--- src/rtl/sys_ctrl_rx_decoder.sv ---
// rtl/sys_ctrl_rx_decoder.sv - command frame decoder driving register file, ALU and TX response
//
// Ports:
//   clk, reset_n                  reference clock, asynchronous active-low reset
//   rx_valid_in, rx_data_in       synchronized incoming byte stream (one-cycle pulse + held byte)
//   rf_wr_en, rf_rd_en            one-cycle register-file strobes
//   rf_addr, rf_wr_data           register-file address and write data
//   rf_rd_data_valid, rf_rd_data  register-file read return
//   alu_en, alu_fun, clk_gate_en  ALU strobe, function code and clock-gate enable
//   alu_out_valid, alu_out        ALU result return
//   tx_data_out, tx_valid_out     response bytes toward the TX synchronizer
//   tx_busy_in                    TX path busy
//
// Optional feature macro: CMD_TIMEOUT_EN (inter-byte timeout abandons partial frames).
module sys_ctrl_rx_decoder #(
    parameter int DATA_WIDTH     = 8,
    parameter int ADDR_WIDTH     = 4,
    parameter int ALU_OUT_WIDTH  = 16,
    parameter int TIMEOUT_CYCLES = 1023
) (
    input  logic                     clk,
    input  logic                     reset_n,
    input  logic                     rx_valid_in,
    input  logic [DATA_WIDTH-1:0]    rx_data_in,
    output logic                     rf_wr_en,
    output logic                     rf_rd_en,
    output logic [ADDR_WIDTH-1:0]    rf_addr,
    output logic [DATA_WIDTH-1:0]    rf_wr_data,
    input  logic                     rf_rd_data_valid,
    input  logic [DATA_WIDTH-1:0]    rf_rd_data,
    output logic                     alu_en,
    output logic [3:0]               alu_fun,
    output logic                     clk_gate_en,
    input  logic                     alu_out_valid,
    input  logic [ALU_OUT_WIDTH-1:0] alu_out,
    output logic [DATA_WIDTH-1:0]    tx_data_out,
    output logic                     tx_valid_out,
    input  logic                     tx_busy_in
);

    if (ALU_OUT_WIDTH != 2 * DATA_WIDTH || ADDR_WIDTH > DATA_WIDTH || TIMEOUT_CYCLES < 1) begin : g_cfg_err
        $error("sys_ctrl_rx_decoder: invalid parameter set");
    end

    localparam logic [DATA_WIDTH-1:0] CMD_WR     = DATA_WIDTH'(8'hAA);
    localparam logic [DATA_WIDTH-1:0] CMD_RD     = DATA_WIDTH'(8'hBB);
    localparam logic [DATA_WIDTH-1:0] CMD_ALU_OP = DATA_WIDTH'(8'hCC);
    localparam logic [DATA_WIDTH-1:0] CMD_ALU    = DATA_WIDTH'(8'hDD);

    typedef enum logic [3:0] {
        IDLE, WR_ADDR, WR_DATA, RD_ADDR, RD_WAIT, OP_A, OP_B,
        ALU_FUN, ALU_WAIT, TX_LO, TX_HI
    } state_t;

    state_t                   state_q, state_d;
    logic [ADDR_WIDTH-1:0]    addr_q, addr_d;
    logic [DATA_WIDTH-1:0]    wr_data_q, wr_data_d;
    logic                     wr_en_q, wr_en_d;
    logic                     rd_en_q, rd_en_d;
    logic                     alu_en_q, alu_en_d;
    logic [3:0]               alu_fun_q, alu_fun_d;
    logic [ALU_OUT_WIDTH-1:0] resp_q, resp_d;
    logic                     two_byte_q, two_byte_d;
    logic                     busy_seen_q, busy_seen_d;
    logic [DATA_WIDTH-1:0]    tx_data_q, tx_data_d;
    logic                     tx_valid_q, tx_valid_d;
    logic                     timeout_hit;

`ifdef CMD_TIMEOUT_EN
    localparam int TMO_W = $clog2(TIMEOUT_CYCLES + 1);

    logic [TMO_W-1:0] tmo_q, tmo_d;
    logic             tmo_armed;

    // Counts idle cycles only while a frame is partially received.
    always_comb begin
        tmo_armed   = (state_q == WR_ADDR) || (state_q == WR_DATA) || (state_q == RD_ADDR) ||
                      (state_q == OP_A)    || (state_q == OP_B)    || (state_q == ALU_FUN);
        timeout_hit = tmo_armed && !rx_valid_in && (tmo_q == TMO_W'(TIMEOUT_CYCLES));
        tmo_d       = '0;
        if (tmo_armed && !rx_valid_in && !timeout_hit) begin
            tmo_d = tmo_q + 1'b1;
        end
    end

    always_ff @(posedge clk or negedge reset_n) begin
        if (!reset_n) begin
            tmo_q <= '0;
        end else begin
            tmo_q <= tmo_d;
        end
    end
`else
    assign timeout_hit = 1'b0;
`endif

    always_comb begin
        state_d     = state_q;
        addr_d      = addr_q;
        wr_data_d   = wr_data_q;
        wr_en_d     = 1'b0;
        rd_en_d     = 1'b0;
        alu_en_d    = 1'b0;
        alu_fun_d   = alu_fun_q;
        resp_d      = resp_q;
        two_byte_d  = two_byte_q;
        busy_seen_d = busy_seen_q;
        tx_data_d   = tx_data_q;
        tx_valid_d  = 1'b0;

        case (state_q)
            IDLE: begin
                if (rx_valid_in) begin
                    case (rx_data_in)
                        CMD_WR:     state_d = WR_ADDR;
                        CMD_RD:     state_d = RD_ADDR;
                        CMD_ALU_OP: state_d = OP_A;
                        CMD_ALU:    state_d = ALU_FUN;
                        default:    state_d = IDLE;
                    endcase
                end
            end
            WR_ADDR: begin
                if (rx_valid_in) begin
                    addr_d  = rx_data_in[ADDR_WIDTH-1:0];
                    state_d = WR_DATA;
                end
            end
            WR_DATA: begin
                if (rx_valid_in) begin
                    wr_data_d = rx_data_in;
                    wr_en_d   = 1'b1;
                    state_d   = IDLE;
                end
            end
            RD_ADDR: begin
                if (rx_valid_in) begin
                    addr_d  = rx_data_in[ADDR_WIDTH-1:0];
                    rd_en_d = 1'b1;
                    state_d = RD_WAIT;
                end
            end
            RD_WAIT: begin
                if (rf_rd_data_valid) begin
                    resp_d     = ALU_OUT_WIDTH'(rf_rd_data);
                    two_byte_d = 1'b0;
                    state_d    = TX_LO;
                end
            end
            // Operands are staged in RF locations 0 and 1, where the ALU reads them.
            OP_A: begin
                if (rx_valid_in) begin
                    addr_d    = '0;
                    wr_data_d = rx_data_in;
                    wr_en_d   = 1'b1;
                    state_d   = OP_B;
                end
            end
            OP_B: begin
                if (rx_valid_in) begin
                    addr_d    = ADDR_WIDTH'(1);
                    wr_data_d = rx_data_in;
                    wr_en_d   = 1'b1;
                    state_d   = ALU_FUN;
                end
            end
            ALU_FUN: begin
                if (rx_valid_in) begin
                    alu_fun_d = rx_data_in[3:0];
                    alu_en_d  = 1'b1;
                    state_d   = ALU_WAIT;
                end
            end
            ALU_WAIT: begin
                if (alu_out_valid) begin
                    resp_d     = alu_out;
                    two_byte_d = 1'b1;
                    state_d    = TX_LO;
                end
            end
            TX_LO: begin
                if (!tx_busy_in) begin
                    tx_data_d   = resp_q[DATA_WIDTH-1:0];
                    tx_valid_d  = 1'b1;
                    busy_seen_d = 1'b0;
                    state_d     = two_byte_q ? TX_HI : IDLE;
                end
            end
            // The high byte waits for the TX path to acknowledge the low byte
            // with a full busy pulse, then for it to become free again.
            TX_HI: begin
                if (!busy_seen_q) begin
                    if (tx_busy_in) begin
                        busy_seen_d = 1'b1;
                    end
                end else if (!tx_busy_in) begin
                    tx_data_d   = resp_q[ALU_OUT_WIDTH-1:DATA_WIDTH];
                    tx_valid_d  = 1'b1;
                    busy_seen_d = 1'b0;
                    state_d     = IDLE;
                end
            end
            default: state_d = IDLE;
        endcase

        if (timeout_hit) begin
            state_d = IDLE;
        end
    end

    always_ff @(posedge clk or negedge reset_n) begin
        if (!reset_n) begin
            state_q     <= IDLE;
            addr_q      <= '0;
            wr_data_q   <= '0;
            wr_en_q     <= 1'b0;
            rd_en_q     <= 1'b0;
            alu_en_q    <= 1'b0;
            alu_fun_q   <= '0;
            resp_q      <= '0;
            two_byte_q  <= 1'b0;
            busy_seen_q <= 1'b0;
            tx_data_q   <= '0;
            tx_valid_q  <= 1'b0;
        end else begin
            state_q     <= state_d;
            addr_q      <= addr_d;
            wr_data_q   <= wr_data_d;
            wr_en_q     <= wr_en_d;
            rd_en_q     <= rd_en_d;
            alu_en_q    <= alu_en_d;
            alu_fun_q   <= alu_fun_d;
            resp_q      <= resp_d;
            two_byte_q  <= two_byte_d;
            busy_seen_q <= busy_seen_d;
            tx_data_q   <= tx_data_d;
            tx_valid_q  <= tx_valid_d;
        end
    end

    assign rf_wr_en     = wr_en_q;
    assign rf_rd_en     = rd_en_q;
    assign rf_addr      = addr_q;
    assign rf_wr_data   = wr_data_q;
    assign alu_en       = alu_en_q;
    assign alu_fun      = alu_fun_q;
    // ALU clock runs from the function phase until its result has been captured.
    assign clk_gate_en  = (state_q == ALU_FUN) || (state_q == ALU_WAIT);
    assign tx_data_out  = tx_data_q;
    assign tx_valid_out = tx_valid_q;

endmodule

--- config.mk ---
export PLATFORM = sky130hd
export DESIGN_NAME = sys_ctrl_rx_decoder
export DESIGN_NICKNAME = d
export VERILOG_FILES = /design/src/rtl/sys_ctrl_rx_decoder.sv
export SDC_FILE = /design/constraint.sdc
export NUM_CORES = 1
export LEC_CHECK = 0
export ABC_AREA = 0
export CELL_PAD_IN_SITES_DETAIL_PLACEMENT = 1
export CELL_PAD_IN_SITES_GLOBAL_PLACEMENT = 2
export CORE_MARGIN = 2
export CORE_UTILIZATION = 32
export DETAILED_ROUTE_END_ITERATION = 10
export GPL_TIMING_DRIVEN = 0
export PLACE_DENSITY = 0.92
export RECOVER_POWER = 50
export SLEW_MARGIN = 20
export SYNTH_ARGS = -nofsm -noshare
export SYNTH_HDL_FRONTEND = slang
export SYNTH_SLANG_ARGS = --single-unit
--- constraint.sdc ---
create_clock -name clk -period 4.1 [get_ports clk]
set_input_delay 0.41 -clock clk [delete_from_list [all_inputs] [get_ports clk]]
set_output_delay 0.41 -clock clk [all_outputs]
set_load 0.01 [all_outputs]
Word level (Yosys, flattened, before mapping). Index checks and enable logic that the tools add are counted.

Register bits: 50. Output and inout bits: 29. Logic and storage cells: 91.

Equality and inequality tests: 27. Muxes and demuxes: 38. Reductions and logical operators: 14.

Operators with widths (count): 4-bit 2-to-1 mux (15); 4-bit case mux with 11 select lines (1); 8-bit equality test (second input constant) (4); 16-bit 2-to-1 mux (2); 16-bit case mux with 2 select lines (1); 8-bit 2-to-1 mux (3); 2-bit inequality test (second input constant) (12); 4-bit by 3-bit equality test with 1-bit output (second input constant) (4); 8-bit case mux with 2 select lines (1); 4-bit equality test (second input constant) (3); 3-bit case mux with 4 select lines (1); 4-bit case mux with 3 select lines (1); 12-bit AND reduction (1); 1-bit 2-to-1 mux (10); 4-bit by 2-bit equality test with 1-bit output (second input constant) (2); 4-bit AND reduction (2); 1-bit case mux with 2 select lines (3); 2-bit AND reduction (3); 4-bit by 1-bit equality test with 1-bit output (second input constant) (1); 4-bit logical NOT (1); 2-bit nonzero test (2); 3-bit AND reduction (1); 3-bit nonzero test (1); 3-bit OR reduction (1); other kinds (3) (3).

Logic depth before layout (Yosys ltp).
Depth in word-level cells: 4. Depth in mapped cells: 6. Depth with buffers taken out: 4.

Worst setup path before layout. Ideal clock, no wire load.

Path type: register to register. From: register state_q[3]. To: register state_q[0]. Setup time: 125 ps. Arrival time: 1496 ps. Required time: 3975 ps. Setup slack: 2479 ps. Stages on the path, launching flop included: 7. Clock period less this slack: 1621 ps. Path through: dfrtp_1 buf_6 and4bb_1 buf_6 a32oi_4 nand3_4 mux2_4.

Word-level cells in the longest chain between the ends: 3. Elaborated cells between the ends (all ways): 25. Classes of those cells: eq/ne: 22; mux: 1; reduce/logical: 2.

RTL lines: start: declaration (RTL line 55) `state_t state_q, state_d;`; start signal: assignment (RTL line 226) `state_q <= state_d;`; 4-bit equality test, or another cell as far along (RTL line 111) `case (state_q)`; 2-bit inequality test (no source line); 12-bit AND reduction (no source line).

Parallel ways exist; a longest one is shown, timed or not. A chain may end at the register's enable or synchronous reset.

Final worst setup path.
From: register state_q[0]. To: output clk_gate_en.

Word-level cells in the longest chain between the ends: 2. Elaborated cells between the ends (all ways): 3. Classes of those cells: eq/ne: 2; reduce/logical: 1.

RTL lines: 4-bit by 3-bit equality test with 1-bit output or 4-bit equality test (tied branches) (RTL line 248) `assign clk_gate_en = (state_q == ALU_FUN) || (state_q == ALU_WAIT);`; 1-bit logical OR * (RTL line 248); end: declaration (RTL line 33) `output logic clk_gate_en,`.

Mark *: on every way between the ends. The rest lies on a longest branch, timed or not.

==> results_dict.tcl <==
set metrics [dict create \
    portBuffers 66 \
    p_leak_nw 1.41 \
    async_reset_ff_share_pct 100 \
    cts_max_level 2 \
    required_ps 3690 \
    num_vias 1926 \
    dp_hpwl_mm 4.81 \
    viasPerCell 4.95 \
    crit_fanout 10 \
    syn_inst 216 \
    grt_setup_unrepaired "false" \
    power.share.switching_pct 33.7 \
    drcViolationCount 0 \
    cts_tree "yes" \
    drv_slew 51 \
    worst-setup-path-type "reg2out" \
    p_switching_uw 607 \
    ys.warnings.count 0 \
    insertedDiodeCount 0 \
    fin_crit_ps 2830 \
    dieArea_mm2 0.00829 \
    clkLatencyLatePin_ps 310 \
    postSynthAreaPerCell_um2 11.2 \
    grt_max_degree 51 \
    clock-sinks 50 \
    peakVddDrop_v 0.000172 \
    power_frac_seq_pct 43.7 \
    gr-usage-met2_pct 27.2 \
    first_pass_iters 4 \
    setup.worst_path.start_class "register" \
    synth_nets 254 \
    hp-class "reg2reg" \
    cts-root-buf "clkbuf_8" \
    start_util_pct 33.2 \
    die_h_um 91.0 \
    finalHoldViolCount 0 \
    multi_input_comb_area_mm2 0.00106 \
    slew_headroom_pct -80.2 \
    place_congestion 0.783 \
    nets 327 \
    wirelength_mm 6.42 \
    status "finished with violations" \
    ioPinCount 67 \
    synthFlopType "dfrtp_1" \
    synth_cell_type_count 46 \
    synth_commonest_cells "dfrtp_1, nand2_1, nor2_1, a21oi_1" \
    yosysMostFrequentCell "dfrtp_1" \
    synth_area_leader_cell "dfrtp_1" \
    cp-end-kind "output port" \
    post_cts_resized 0 \
    busiest_layer "met2" \
    use_met3_pct 2.41 \
    coreArea_mm2 0.00729 \
    grt_pass1_vias 2131 \
    power.internal_mw 1.20 \
    violations "capacitance limit, slew limit" \
    arrival_ps 2420 \
    placedCellCount 381 \
    finalSetupViolCount 0 \
    postCtsSetupBuffers 0 \
    clk_pin_slew_ps 90 \
    utilization_pct 44.7 \
    antenna_found_initial 0 \
    track_usage_pct 16.2 \
    max_freq_mhz 354 \
    clock_path_buffers 2 \
    gr-total-overflow 0 \
    met1_usage_pct 21.6 \
    synth_area_mm2 0.00242 \
    synth_edf_count 0 \
    fillers 845 \
    numCtsBuffers 5 \
    wl_per_cell_um 16.5 \
    worstMarginPinSlew_ps 2700 \
    synth-seq-cells 50 \
    fin_setup_tns_ps 0 \
    synth_area_leaders "dfrtp_1, nand2_1, mux2_1" \
    drive_above_1_share_pct 8.97 \
    p_clk_share_pct 16.6 \
    cts_hold_buf 0 \
    netlist.area_leader.share_pct 51.6 \
    finClkSkew_ps 7.83 \
    placed_area_mm2 0.00321 \
    period_share_pct 68.9 \
    die_x_um 91.0 \
    drtIter0Drc 122 \
    ant_nets 0 \
    rows 31 \
    grt_pass1_wl_mm 10.8 \
    combPwrFrac_pct 39.8 \
    drv_cap 1 \
    synth_seq_area_share_pct 51.6 \
    syn2layout_area_growth_pct 34.6 \
    final_cell_area_mm2 0.00326 \
    fin_cells 389 \
    regArea_mm2 0.00125 \
    power.density_mw_per_mm2 552 \
]
## cells in the final DEF, fill, tap and decap left out, drive strengths merged, types with 2 or more instances in the layout
cell           Yosys  final
o21ai              7      7
a22o               8      8
nand3              2      2
clkdlybuf4s50      0     56
a21oi             13     13
nor3b              2      2
nand3b             2      2
a21boi             2      2
clkbuf             1     12
mux2i              8      8
mux2              15     15
dlygate4sd3        0      9
inv                3      3
nor2b              4      4
o21bai             2      2
nor4bb             2      2
a31oi              8      8
xor2               2      2
nand2b             4      4
nor2              24     24
nand2             27     27
o22ai              3      3
dfrtp             50     50
nand4              2      2
buf                9      6
and4bb             2      2
## power by group through the flow
stage | clock (mW) | combinational [mW] | sequential (mW)
finish | 0.299 | 0.717 | 0.787
global route | 0.326 | 0.785 | 0.813
CTS | 0.310 | 0.744 | 0.790
detailed placement | 0 | 0.737 | 0.800
global placement | 0 | 0.714 | 0.790
floorplan | 0 | 0.342 | 0.817
## stage by stage
stage / setup slack, ps / hold slack [ps] / power (mW)
floorplan: 2480 / 114 / 1.16
global placement: 1140 / 468 / 1.50
detailed placement: 1710 / 473 / 1.54
CTS: 1350 / 139 / 1.84
global route: 1080 / 516 / 1.92
finish: 1270 / 487 / 1.80
## worst max-delay path: stages (launching register included)
cell,delay (ps)
dfrtp_1,370
clkbuf_1,210
nor2_1,380
nand2_1,350
o21ai_0,220
clkdlybuf4s50_1,590
## registers in the layout, indices dropped and copies added, names as in the netlist, 4 cells and up
register     count
alu_fun          4
resp_q          16
rf_addr          4
rf_wr_data       8
state_q          4
tx_data_out      8
## worst paths after layout
check                      depth (start not counted)  slack [ps]                   start                    endpoint
setup / recovery                                   5        1270  state_q[0]$_DFFE_PN0P_                 clk_gate_en
hold / removal                                     2         490  rf_addr[0]$_DFFE_PN0P_      rf_addr[0]$_DFFE_PN0P_
setup reg to reg                                   6        1900  state_q[0]$_DFFE_PN0P_      state_q[2]$_DFFE_PN0P_
hold reg to reg                                    2         490  rf_addr[0]$_DFFE_PN0P_      rf_addr[0]$_DFFE_PN0P_
max in group asynchronous                          1        1620                 reset_n  tx_data_out[7]$_DFFE_PN0P_
min in group asynchronous                          1         940                 reset_n      alu_fun[0]$_DFFE_PN0P_
## per-layer routing
metal / routed length, um / vias up
li1: - / 921
met1: 3000 / 968
met2: 3170 / 32
met3: 184 / 5
met4: 65 / 0
met5: 0 / -
## logic make-up after synthesis
logic type | Yosys count | synth area share, %
flip-flops | 50 | 51.6
buffers and inverters | 13 | 3.61
AO/OA/AOI/OAI | 51 | 16.0
XOR/XNOR | 3 | 1.08
AND/OR/NAND/NOR | 76 | 16.9
multiplexers | 23 | 10.7
## layout make-up
class                           instances  share of cell area [%]
Multi-Input combinational cell        153                    32.6
Buffer                                 10                    2.03
Clock inverter                          1                   0.153
Inverter                                3                   0.345
Clock buffer                            7                    2.65
Timing Repair Buffer                   66                    20.1
Sequential cell                        50                    38.3
Tap cell                               99                    3.80
Note: power is estimated with default switching activity, not from simulation.
